$ cat config.mk
export PLATFORM = sky130hd
export DESIGN_NAME = ps2_rx_framer_flat
export DESIGN_NICKNAME = d
export VERILOG_FILES = /design/src/rtl/ps2_pkg.sv /design/src/rtl/ps2_rx_framer_if.sv /design/src/rtl/ps2_line_filter.sv /design/src/rtl/ps2_rx_framer.sv /design/src/flat_wrapper.sv
export SDC_FILE = /design/constraint.sdc
export NUM_CORES = 1
export LEC_CHECK = 0
export ABC_CLOCK_PERIOD_IN_PS = 2300
export CORE_UTILIZATION = 45
export CTS_BUF_LIST = sky130_fd_sc_hd__clkbuf_4
export DETAILED_ROUTE_END_ITERATION = 10
export GPL_ROUTABILITY_DRIVEN = 0
export GPL_TIMING_DRIVEN = 0
export PLACE_DENSITY = 0.68
export SLEW_MARGIN = 20
export SYNTH_ARGS = -nofsm -noshare
export SYNTH_HDL_FRONTEND = slang
export SYNTH_SLANG_ARGS = --single-unit
$ cat constraint.sdc
create_clock -name iCLK -period 2.3 [get_ports iCLK]
set_input_delay 0.345 -clock iCLK [delete_from_list [all_inputs] [get_ports iCLK]]
set_output_delay 0.345 -clock iCLK [all_outputs]
set_load 0.01 [all_outputs]
$ cat src/rtl/ps2_pkg.sv
// Shared definitions for the PS/2 receive path: deframer states and mouse packet geometry.
package ps2_pkg;

    typedef enum logic [1:0] {
        IDLE,
        DATA,
        PARITY,
        STOP
    } ps2_state_e;

    localparam int PS2_PKT_LEN  = 3;
    localparam int PS2_SYNC_BIT = 3;

    // PS/2 uses odd parity over the eight data bits plus the parity bit.
    function automatic logic odd_parity_ok(input logic [7:0] data, input logic par);
        return ^{data, par};
    endfunction

endpackage

$ cat src/rtl/ps2_rx_framer_if.sv
// Result bundle produced by the PS/2 framer and consumed by the mouse buffer / interrupt logic.
interface ps2_rx_framer_if;
    logic [31:0] oHistory;
    logic [7:0]  oByte;
    logic        oByteValid;
    logic        oPacketValid;
    logic        oParityErr;
    logic        oFrameErr;
    logic        oBusy;

    modport master (
        output oHistory, oByte, oByteValid, oPacketValid, oParityErr, oFrameErr, oBusy
    );

    modport slave (
        input  oHistory, oByte, oByteValid, oPacketValid, oParityErr, oFrameErr, oBusy
    );
endinterface

$ cat src/rtl/ps2_line_filter.sv
// Two-flop synchroniser followed by a deglitcher that only changes level after
// FILTER_LEN consecutive samples disagree with the current filtered level.
module ps2_line_filter #(
    parameter int FILTER_LEN = 4
) (
    input  logic clk,
    input  logic rst,
    input  logic raw,
    output logic level
);

    localparam int CW = (FILTER_LEN < 2) ? 1 : $clog2(FILTER_LEN + 1);

    logic [1:0]    sync;
    logic [CW-1:0] run_cnt;

    // Idle PS/2 lines float high, so everything starts at 1 to avoid a false edge.
    always_ff @(posedge clk) begin
        if (rst) begin
            sync    <= 2'b11;
            level   <= 1'b1;
            run_cnt <= '0;
        end else begin
            sync <= {sync[0], raw};
            if (sync[1] == level) begin
                run_cnt <= '0;
            end else if (run_cnt == CW'(FILTER_LEN - 1)) begin
                level   <= sync[1];
                run_cnt <= '0;
            end else begin
                run_cnt <= run_cnt + 1'b1;
            end
        end
    end

endmodule

$ cat src/rtl/ps2_rx_framer.sv
// Deframes PS/2 device-to-host frames into validated bytes, keeps a 4-byte history
// and tracks 3-byte mouse packet alignment.
module ps2_rx_framer
    import ps2_pkg::*;
#(
    parameter int FILTER_LEN     = 4,
    parameter int TIMEOUT_CYCLES = 100000
) (
    input  logic iCLK,
    input  logic Reset,
    input  logic iPS2_CLK,
    input  logic iPS2_DAT,
    ps2_rx_framer_if.master bus
);

    localparam int TW = $clog2(TIMEOUT_CYCLES + 1);

    logic          clk_filt;
    logic          dat_filt;
    logic          clk_prev;
    logic          fall;

    ps2_state_e    state;
    logic [7:0]    shift;
    logic [2:0]    bit_cnt;
    logic          par_bit;
    logic [TW-1:0] idle_cnt;
    logic [1:0]    pkt_idx;

    logic [31:0]   history;
    logic [7:0]    byte_r;
    logic          byte_valid;
    logic          packet_valid;
    logic          parity_err;
    logic          frame_err;
    logic          busy;

    ps2_line_filter #(.FILTER_LEN(FILTER_LEN)) u_clk_filter (
        .clk   (iCLK),
        .rst   (Reset),
        .raw   (iPS2_CLK),
        .level (clk_filt)
    );

    ps2_line_filter #(.FILTER_LEN(FILTER_LEN)) u_dat_filter (
        .clk   (iCLK),
        .rst   (Reset),
        .raw   (iPS2_DAT),
        .level (dat_filt)
    );

    assign fall = clk_prev & ~clk_filt;

    // Deframer, timeout watchdog and packet tracker share one register block so every
    // pulse output is registered and lands in the cycle after the deciding clock fall.
    always_ff @(posedge iCLK) begin
        if (Reset) begin
            clk_prev     <= 1'b1;
            state        <= IDLE;
            shift        <= '0;
            bit_cnt      <= '0;
            par_bit      <= 1'b0;
            idle_cnt     <= '0;
            pkt_idx      <= '0;
            history      <= '0;
            byte_r       <= '0;
            byte_valid   <= 1'b0;
            packet_valid <= 1'b0;
            parity_err   <= 1'b0;
            frame_err    <= 1'b0;
            busy         <= 1'b0;
        end else begin
            clk_prev     <= clk_filt;
            byte_valid   <= 1'b0;
            packet_valid <= 1'b0;
            parity_err   <= 1'b0;
            frame_err    <= 1'b0;

            if (state == IDLE || fall) begin
                idle_cnt <= '0;
            end else begin
                idle_cnt <= idle_cnt + 1'b1;
            end

            if (fall) begin
                case (state)
                    IDLE: begin
                        if (!dat_filt) begin
                            state   <= DATA;
                            bit_cnt <= '0;
                            busy    <= 1'b1;
                        end
                    end
                    DATA: begin
                        shift   <= {dat_filt, shift[7:1]};
                        bit_cnt <= bit_cnt + 1'b1;
                        if (bit_cnt == 3'd7) begin
                            state <= PARITY;
                        end
                    end
                    PARITY: begin
                        par_bit <= dat_filt;
                        state   <= STOP;
                    end
                    STOP: begin
                        state <= IDLE;
                        busy  <= 1'b0;
                        if (!dat_filt) begin
                            frame_err <= 1'b1;
                            pkt_idx   <= '0;
                        end else if (!odd_parity_ok(shift, par_bit)) begin
                            parity_err <= 1'b1;
                            pkt_idx    <= '0;
                        end else begin
                            byte_valid <= 1'b1;
                            byte_r     <= shift;
                            history    <= {history[23:0], shift};
                            // Only a byte with the always-one header bit may open a packet.
                            if (pkt_idx == 2'd0) begin
                                pkt_idx <= shift[PS2_SYNC_BIT] ? 2'd1 : 2'd0;
                            end else if (pkt_idx == 2'(PS2_PKT_LEN - 1)) begin
                                packet_valid <= 1'b1;
                                pkt_idx      <= '0;
                            end else begin
                                pkt_idx <= pkt_idx + 1'b1;
                            end
                        end
                    end
                    default: begin
                        state <= IDLE;
                        busy  <= 1'b0;
                    end
                endcase
            end else if (state != IDLE && idle_cnt == TW'(TIMEOUT_CYCLES - 1)) begin
                state     <= IDLE;
                busy      <= 1'b0;
                frame_err <= 1'b1;
                pkt_idx   <= '0;
            end
        end
    end

    assign bus.oHistory     = history;
    assign bus.oByte        = byte_r;
    assign bus.oByteValid   = byte_valid;
    assign bus.oPacketValid = packet_valid;
    assign bus.oParityErr   = parity_err;
    assign bus.oFrameErr    = frame_err;
    assign bus.oBusy        = busy;

endmodule
$ cat src/flat_wrapper.sv
// flat-port wrapper written by rule: the top's interface ports become plain ports
module ps2_rx_framer_flat import ps2_pkg::*;
#(
    parameter int FILTER_LEN     = 4,
    parameter int TIMEOUT_CYCLES = 100000
)
  (iCLK, Reset, iPS2_CLK, iPS2_DAT, bus_oHistory, bus_oByte, bus_oByteValid, bus_oPacketValid, bus_oParityErr, bus_oFrameErr, bus_oBusy);
  ps2_rx_framer_if bus_i ();
  input  logic iCLK;
  input  logic Reset;
  input  logic iPS2_CLK;
  input  logic iPS2_DAT;
  output wire logic [$bits(bus_i.oHistory)-1:0] bus_oHistory;
  output wire logic [$bits(bus_i.oByte)-1:0] bus_oByte;
  output wire logic [$bits(bus_i.oByteValid)-1:0] bus_oByteValid;
  output wire logic [$bits(bus_i.oPacketValid)-1:0] bus_oPacketValid;
  output wire logic [$bits(bus_i.oParityErr)-1:0] bus_oParityErr;
  output wire logic [$bits(bus_i.oFrameErr)-1:0] bus_oFrameErr;
  output wire logic [$bits(bus_i.oBusy)-1:0] bus_oBusy;
  assign bus_oHistory = bus_i.oHistory;
  assign bus_oByte = bus_i.oByte;
  assign bus_oByteValid = bus_i.oByteValid;
  assign bus_oPacketValid = bus_i.oPacketValid;
  assign bus_oParityErr = bus_i.oParityErr;
  assign bus_oFrameErr = bus_i.oFrameErr;
  assign bus_oBusy = bus_i.oBusy;
  ps2_rx_framer #(.FILTER_LEN(FILTER_LEN), .TIMEOUT_CYCLES(TIMEOUT_CYCLES)) u_core (.iCLK(iCLK), .Reset(Reset), .iPS2_CLK(iPS2_CLK), .iPS2_DAT(iPS2_DAT), .bus(bus_i));
endmodule
* After elaboration in Yosys (flattened, before gate mapping) *
Cells that the tools add are included.

word-level totals
  output and inout port bits = 45
  register bits = 91
  input port bits = 4

operators by class
  reduce and logical (&&, ||, !) cells = 22
  $add $sub $neg = 5
  equal/unequal tests = 15
  bitwise gates (word level) = 8
  multiplexer cells = 25

operators by type and width
  operator                                              count
  2-to-1 mux 2 bit                                      10
  adder 17 x 1 -> 17 bit (second input constant)        1
  equality test 17 bit (second input constant)          1
  2-to-1 mux 1 bit                                      11
  AND reduction 2 bit                                   5
  adder 3 x 1 -> 3 bit (second input constant)          3
  != test 3 bit (second input constant)                 3
  AND reduction 3 bit                                   3
  XOR reduction 9 bit                                   1
  case mux 2 bit (4 select lines)                       1
  inverter 1 bit                                        7
  equality test 2 bit (second input constant)           3
  equality test 3 x 2 -> 1 bit (second input constant)  2
  case mux 3 bit (2 select lines)                       1
  nonzero test 2 bit                                    3
  OR reduction 3 bit                                    2
  OR reduction 6 bit                                    1
  logical NOT 2 bit                                     2
  != test 2 bit (second input constant)                 2
  AND reduction 4 bit                                   1
  OR reduction 4 bit                                    1
  equality test 3 bit (second input constant)           1
  2-to-1 mux 3 bit                                      1
  adder 2 x 1 -> 2 bit (second input constant)          1
  7 further kinds                                       8

* Logic depth before layout (Yosys ltp) *
Gate-level depths: netlist (run 1).

  depth in word-level cells = 7
  depth in mapped cells = 7

* By module *
A second synthesis (run 1) with hierarchy kept.

unflattened totals
  cell total of the unflattened synthesis = 336
  area total of the unflattened synthesis = 3404.5 um2

by module, submodules not included
  module           cells an instance  times used  area an instance (um2)
  ps2_rx_framer    302                1           2976.6
  ps2_line_filter  17                 2           214.0

* Worst setup path after synthesis (run 1) *
Ideal clock, no wire load.

  path type = register to register
  from = register u_core.state[0]
  to = register u_core.busy (netlist: u_core.bus.oBusy)
  data required time = 2172 ps
  library setup time = 128 ps
  slack = 374 ps
  arrival = 1798 ps
  path buffers = 0
  period minus slack after synthesis = 1926 ps
  stages on the path, launching flop included = 8
  cell sequence = dfxtp_1 inv_1 ha_1 or4_1 nor3_1 nand3_1 a31oi_1 nor2_1

on the way
  cells in the longest elaborated chain, start to end = 4

RTL lines
  element                                                RTL line              text
  start: declaration                                     ps2_rx_framer.sv:23   ps2_state_e state;
  start signal: assignment                               ps2_rx_framer.sv:59   state <= IDLE;
  start signal: assignment                               ps2_rx_framer.sv:89   state <= DATA;
  start signal: assignment                               ps2_rx_framer.sv:98   state <= PARITY;
  branches (longest 4 deep; another with != test 3 bit)  --
  end signal: assignment                                 ps2_rx_framer.sv:107  busy <= 1'b0;
  end signal: assignment                                 ps2_rx_framer.sv:131  busy <= 1'b0;
  end signal: assignment                                 ps2_rx_framer.sv:136  busy <= 1'b0;
  end: declaration                                       ps2_rx_framer.sv:36   logic busy;

Several ways; the timed one is not identified.
A chain may end at the register's enable or synchronous reset.

* Worst setup path after layout (run 1) *
Ends and elaborated chain as after synthesis.

==> impl_metrics.csv, run 1 <==
group,metric,value,unit
status,outcome,"finished, final reports clean",
synthesis,synth_cell_types,36,
synthesis,synth.top_cell.area_share,0.490,
timing,tightest_slew,0.536,ns
clock_tree,cts_setup_buffers,0,
detailed_routing,dr_total_vias,2553,
floorplanning,initial_core_util,0.467,
setup_path,worstPathArrival,2.48,ns
timing,post-route-min-period,2.18,ns
clock_tree,ctsRootBufferMaster,"clkbuf_4",
clock_tree,cts.sink_count,83,
synthesis,synth_area,3390,um^2
floorplanning,die_w,88.8,um
layout,final_util,0.570,
hold_path,worstHoldPathType,"register to register",
synthesis,synth_top_cell_by_area,"dfxtp_1",
clock_tree,cts_buffer_depth,2,
synthesis,postSynthNetCount,374,
timing,setup_viol,0,
timing,finalWorstSetupSlack,0.117,ns
place,io_buffers,48,
synthesis,post_synth.cell_area_avg,9.44,um^2
clock_tree,htree_levels,3,
timing,fin_setup_tns,0,ns
floorplanning,coreArea,7250,um^2
synthesis,synth_edf_count,0,
timing,rsz0062_at_grt,"no",
floorplanning,rows,31,
detailed_routing,drtPass1Iterations,4,
layout,nets,433,
layout,final_common_cell,"dfxtp_1",
synthesis,ys_seq_elements,83,
timing,fmax,0.458,GHz
power,irDropWorstVdd,0.312,mV
setup_path,rr_startpoint,"u_core.state[0]",
synthesis,synth_flop_cell,"dfxtp_1",
job,drv_cap,0,
clock_tree,cts_tree,"yes",
place,dp_hpwl,4800,um
setup_path,slowest_stage,"or4_1",
timing,relSlewSlack,0.643,
floorplanning,die_h,88.8,um
place,post-place-ws,0.118,ns
layout,seq_area,1660,um^2
power,p_leak,0.00153,uW
setup_path,worst_setup_path_end_kind,"register",
timing,hold_violations,0,
synthesis,synth.area.top_cells,"dfxtp_1 (49%), mux2i_1 (9.7%), nand2_1 (5.1%)",
detailed_routing,ant_nets,0,
synthesis,async_flop_share,0,
grt,grt_overflow_total,0,
detailed_routing,drc,0,
setup_path,crit_chain,"inv_1 > ha_1 > or4_1 > nor3_1 > nand3_2 > a31oi_1 > nor2_1",
detailed_routing,routed_wl,6300,um
detailed_routing,drtIter0Drc,79,
synthesis,synth_cells,359,
setup_path,critPathKind,"register to register",
setup_path,cp_max_fo,5,
timing,slew_viol_final,0,
layout,diodes,0,
timing,finalClockSkew,0.0112,ns
floorplanning,dieArea,7880,um^2
power,total_power,2330,uW
setup_path,crit_buf_inv,1,
grt,antenna_found_initial,0,
grt,grt_pass1_vias,2371,
layout,drive_gt1_frac,0.0946,
setup_path,cp_slowest_stage_delay,0.54,ns
floorplanning,io_pins,49,
hold_path,min_from,"u_core.u_clk_filter.sync[0]",
setup_path,r2r_setup_slack,0.12,ns
hold_path,hold_path_end,"u_core.u_clk_filter.sync[1]",
setup_path,worst_setup_path_start_kind,"register",
synthesis,ys_seq_area_frac,0.490,
clock_tree,clkLatencyLatePin,0.41,ns
clock_tree,numCtsBuffers,9,
timing,fin_crit_sh,0.949,
grt,grt_use_total,0.174,
layout,area_growth,22.1,%
layout,fillers,723,
setup_path,r2r_cells,7,
power,p_per_area,562,nW/um^2
layout,multiInputGateArea,1550,um^2
hold_path,hold_depth,1,
detailed_routing,avgRoutedWirePerCell,12.1,um
setup_path,r2r-end,"u_core.bus.oBusy",
grt,grt_pass1_wl,10500,um
synthesis,ys_warn_count,0,
setup_path,cpLargestDelayFamily,"simple AND/OR/NAND/NOR gates",
layout,layout_common_cells,"dfxtp_1 (83), clkdlybuf4s50_1 (48), nand2_1 (46)",
clock_tree,cts.clk_slew.worst_paths,0.13,ns
detailed_routing,via_per_inst,4.89,
timing,holdWs,0.426,ns
grt,grt_max_degree,15,
setup_path,crit_required,2.59,ns
[synthesized netlist by cell type (2+ instances only)]
cell type / n
nor2b_1: 2
xor2_1: 8
clkbuf_1: 11
o21ai_0: 4
and3_1: 5
nand4_1: 8
buf_4: 8
mux2i_1: 33
a21oi_1: 15
xnor2_1: 15
ha_1: 11
o21ai_1: 3
nand2_1: 46
nor2_1: 40
nand2b_1: 2
dfxtp_1: 83
nor3_1: 7
nand3_1: 17
buf_6: 2
inv_1: 10
a31oi_1: 3
a31o_2: 5
or3_1: 4
or2_2: 5
[worst reg2reg max path, cell delays in order, from the launching register on]
cell and delay, ns:
dfxtp_1 0.42, inv_1 0.08, ha_1 0.27, or4_1 0.54
nor3_1 0.29, nand3_2 0.20, a31oi_1 0.20, nor2_1 0.06
[flip-flops by register name, indices dropped and copies added (netlist names)]
register                     flops
u_core.bus.oByteValid            1
u_core.idle_cnt                 17
u_core.u_dat_filter.sync         2
u_core.u_dat_filter.run_cnt      3
u_core.bus.oByte                 7
u_core.u_clk_filter.sync         2
u_core.bus.oParityErr            1
u_core.u_clk_filter.run_cnt      3
u_core.u_dat_filter.level        1
u_core.bus.oBusy                 1
u_core.bit_cnt                   3
u_core.clk_prev                  1
u_core.bus.oFrameErr             1
u_core.par_bit                   1
u_core.pkt_idx                   2
u_core.bus.oHistory             25
u_core.state                     2
u_core.shift                     8
u_core.u_clk_filter.level        1
u_core.bus.oPacketValid          1
[routing by layer]
metal	share of wire	wire, um	up-vias	GRT usage
met4	0.012	74	0	0.0792
met1	0.47	2990	1164	0.208
met3	0.038	237	5	0.0289
met2	0.48	3000	48	0.307
met5	0	0	-	0
li1	-	-	1336	-
[worst max-delay path by stage]
stage                    startpoint               end  cells past startpoint
finish              u_core.state[0]  u_core.bus.oBusy                      7
global placement    u_core.state[0]  u_core.bus.oBusy                      7
floorplan           u_core.state[0]  u_core.bus.oBusy                      7
global route        u_core.state[0]  u_core.bus.oBusy                      7
detailed placement  u_core.state[0]  u_core.bus.oBusy                      7
CTS                 u_core.state[0]  u_core.bus.oBusy                      7
[report_power, final]
| part | total [uW] | internal [uW] | switching (uW) |
|---|---|---|---|
| Combinational | 49.7 | 20.7 | 29.0 |
| Clock | 828 | 344 | 484 |
| Sequential | 1450 | 1440 | 4.94 |
| Total | 2330 | 1810 | 518 |
[repair_timing]
action,4_1_cts,5_1_grt
gates resized for setup,0,1
hold endpoints to repair,0,0
hold buffers,0,0
endpoints found under the setup margin,0,1
[cell type report]
cell class                      count  area share
Sequential cell                    83       0.402
Multi-Input combinational cell    243       0.375
Timing Repair Buffer               48       0.116
Buffer                             23      0.0348
Tap cell                           99      0.0299
Clock buffer                       10      0.0181
Clock inverter                      6      0.0157
Inverter                           10     0.00907
[per-stage QoR]
stage / cell area [um^2] / std cells
floorplan: 3390 / 359
global placement: 3990 / 506
detailed placement: 3990 / 506
CTS: 4130 / 522
global route: 4140 / 522
finish: 4140 / 522
[logic make-up (layout without fill, tap and decap cells)]
group	Yosys count	in the layout	synth area share
AO/OA/AOI/OAI	32	32	0.0554
XOR/XNOR	24	24	0.0668
adder cells (fa/ha/maj)	11	11	0.0406
buffers and inverters	33	97	0.0535
flip-flops	83	83	0.490
multiplexers	33	33	0.0975
AND/OR/NAND/NOR	143	143	0.196
(Power assumes the default switching activity.)
==> run 2: changes to the inputs <==
ABC_CLOCK_PERIOD_IN_PS = 2400   (was 2300)
clock period = 2.4 ns   (was 2.3 ns; I/O delays follow)
==> impl_metrics.csv, run 2 (same netlist as run 1, synthesis figures left out) <==
group,metric,value,unit
status,outcome,"finished, final reports clean",
setup_path,crit_chain,"inv_1 > ha_1 > or4_1 > nor3_1 > nand3_1 > a31oi_1 > nor2_1",
detailed_routing,drc,0,
power,p_per_area,540,nW/um^2
grt,grt_pass1_vias,2371,
layout,area_growth,22.0,%
detailed_routing,dr_total_vias,2562,
detailed_routing,drtIter0Drc,81,
clock_tree,cts_buffer_depth,2,
timing,holdWs,0.426,ns
timing,hold_violations,0,
clock_tree,cts_tree,"yes",
timing,fin_setup_tns,0,ns
floorplanning,io_pins,49,
timing,relSlewSlack,0.643,
grt,antenna_found_initial,0,
layout,final_area,4130,um^2
setup_path,worst_setup_path_end_kind,"register",
timing,fmax,0.450,GHz
clock_tree,clkLatencyLatePin,0.41,ns
layout,diodes,0,
floorplanning,coreArea,7250,um^2
place,dp_hpwl,4800,um
timing,setup_viol,0,
clock_tree,hold_buffers,0,
grt,grt_max_degree,15,
power,p_leak,0.00153,uW
floorplanning,die_h,88.8,um
power,total_power,2230,uW
floorplanning,rows,31,
clock_tree,cts.clk_slew.worst_paths,0.13,ns
clock_tree,cts.sink_count,83,
layout,fillers,724,
grt,grt_pass1_wl,10500,um
layout,largest_register_ffs,25,
setup_path,crit_required,2.70,ns
power,irDropWorstVdd,0.299,mV
clock_tree,htree_levels,3,
detailed_routing,drtPass1Iterations,4,
detailed_routing,avgRoutedWirePerCell,12.1,um
place,post-place-ws,0.218,ns
layout,nets,433,
setup_path,cpLargestDelayFamily,"simple AND/OR/NAND/NOR gates",
timing,finalWorstSetupSlack,0.179,ns
setup_path,worst_setup_path_start_kind,"register",
clock_tree,ctsRootBufferMaster,"clkbuf_4",
floorplanning,dieArea,7880,um^2
layout,drive_gt1_frac,0.0922,
setup_path,cp_max_fo,5,
grt,grt_use_total,0.174,
place,io_buffers,48,
setup_path,crit_buf_inv,1,
timing,slew_viol_final,0,
timing,rsz0062_at_grt,"no",
timing,post-route-min-period,2.22,ns
timing,finalClockSkew,0.0111,ns
place,dpl_cell_area,3990,um^2
hold_path,worstHoldPathType,"register to register",
detailed_routing,ant_nets,0,
clock_tree,cts_setup_buffers,0,
floorplanning,die_w,88.8,um
timing,tightest_slew,0.536,ns
layout,layout_common_cells,"dfxtp_1 (83), clkdlybuf4s50_1 (48), nand2_1 (46)",
clock_tree,numCtsBuffers,9,
setup_path,cp_slowest_stage_delay,0.54,ns
floorplanning,initial_core_util,0.467,
grt,grt_overflow_total,0,
setup_path,worstPathArrival,2.52,ns
layout,final_common_cell,"dfxtp_1",
timing,fin_crit_sh,0.925,
setup_path,critPathKind,"register to register",
job,drv_cap,0,
setup_path,slowest_stage,"or4_1",
detailed_routing,routed_wl,6300,um
clock_tree,cts_resized,0,
detailed_routing,via_per_inst,4.91,
run 2: changes by cell type in the layout (fill, tap and decap cells not counted):
cell and delta:
nand3_1 +1, nand3_2 -1
run 2: per-stage QoR:
step                      cells  utilization
after global routing        522        0.570
after floorplan             359            -
after detailed placement    506        0.550
after CTS                   522        0.570
after global placement      506        0.550
final                       522        0.570
run 2: where the power goes:
part | internal [uW] | switching, uW | leakage (uW) | total (uW)
clock network | 329 | 465 | 0.0000667 | 794
logic | 19.9 | 27.7 | 0.000797 | 47.5
registers | 1380 | 4.74 | 0.000670 | 1390
total | 1730 | 497 | 0.00153 | 2230
run 2: path summary, 6_finish.rpt:
check                               from                     endpoint  slack [ns]  depth (start not counted)
max reg2reg              u_core.state[0]             u_core.bus.oBusy        0.18                          7
max                      u_core.state[0]             u_core.bus.oBusy        0.18                          7
min reg2reg  u_core.u_clk_filter.sync[0]  u_core.u_clk_filter.sync[1]        0.43                          1
min          u_core.u_clk_filter.sync[0]  u_core.u_clk_filter.sync[1]        0.43                          1
run 2: cell type report:
| type | instances | area, um^2 | area share |
|---|---|---|---|
| clock inverters | 6 | 65.1 | 0.0157 |
| inverters | 10 | 37.5 | 0.00908 |
| flip-flops and latches | 83 | 1660 | 0.402 |
| clock buffers | 10 | 75.1 | 0.0182 |
| repair buffers | 48 | 480 | 0.116 |
| multi-input cells | 243 | 1550 | 0.374 |
| plain buffers | 23 | 144 | 0.0348 |
| well taps | 99 | 124 | 0.0300 |
run 2: worst register-to-register path, cell delays in order, from the launching register on:
cell     delay [ns]
dfxtp_1        0.42
inv_1          0.08
ha_1           0.27
or4_1          0.54
nor3_1         0.25
nand3_1        0.25
a31oi_1        0.23
nor2_1         0.06
run 2: metal layers:
metal / vias up / GRT usage / wire length, um
met1: 1176 / 0.208 / 3020
met5: - / 0 / 0
met4: 0 / 0.0792 / 116
li1: 1337 / - / -
met3: 9 / 0.0289 / 210
met2: 40 / 0.307 / 2960
==> run 3: changes to the inputs <==
--- a/config.mk
+++ b/config.mk
@@ -11,3 +11,2 @@
 export DETAILED_ROUTE_END_ITERATION = 10
-export GPL_ROUTABILITY_DRIVEN = 0
 export GPL_TIMING_DRIVEN = 0
--- a/constraint.sdc
+++ b/constraint.sdc
@@ -3,2 +3,2 @@
 set_output_delay 0.36 -clock iCLK [all_outputs]
-set_load 0.01 [all_outputs]
+set_load 0.005 [all_outputs]
==> results of run 3 <==
Same layout as run 2 (identical final DEF). Status: finished, final reports clean.
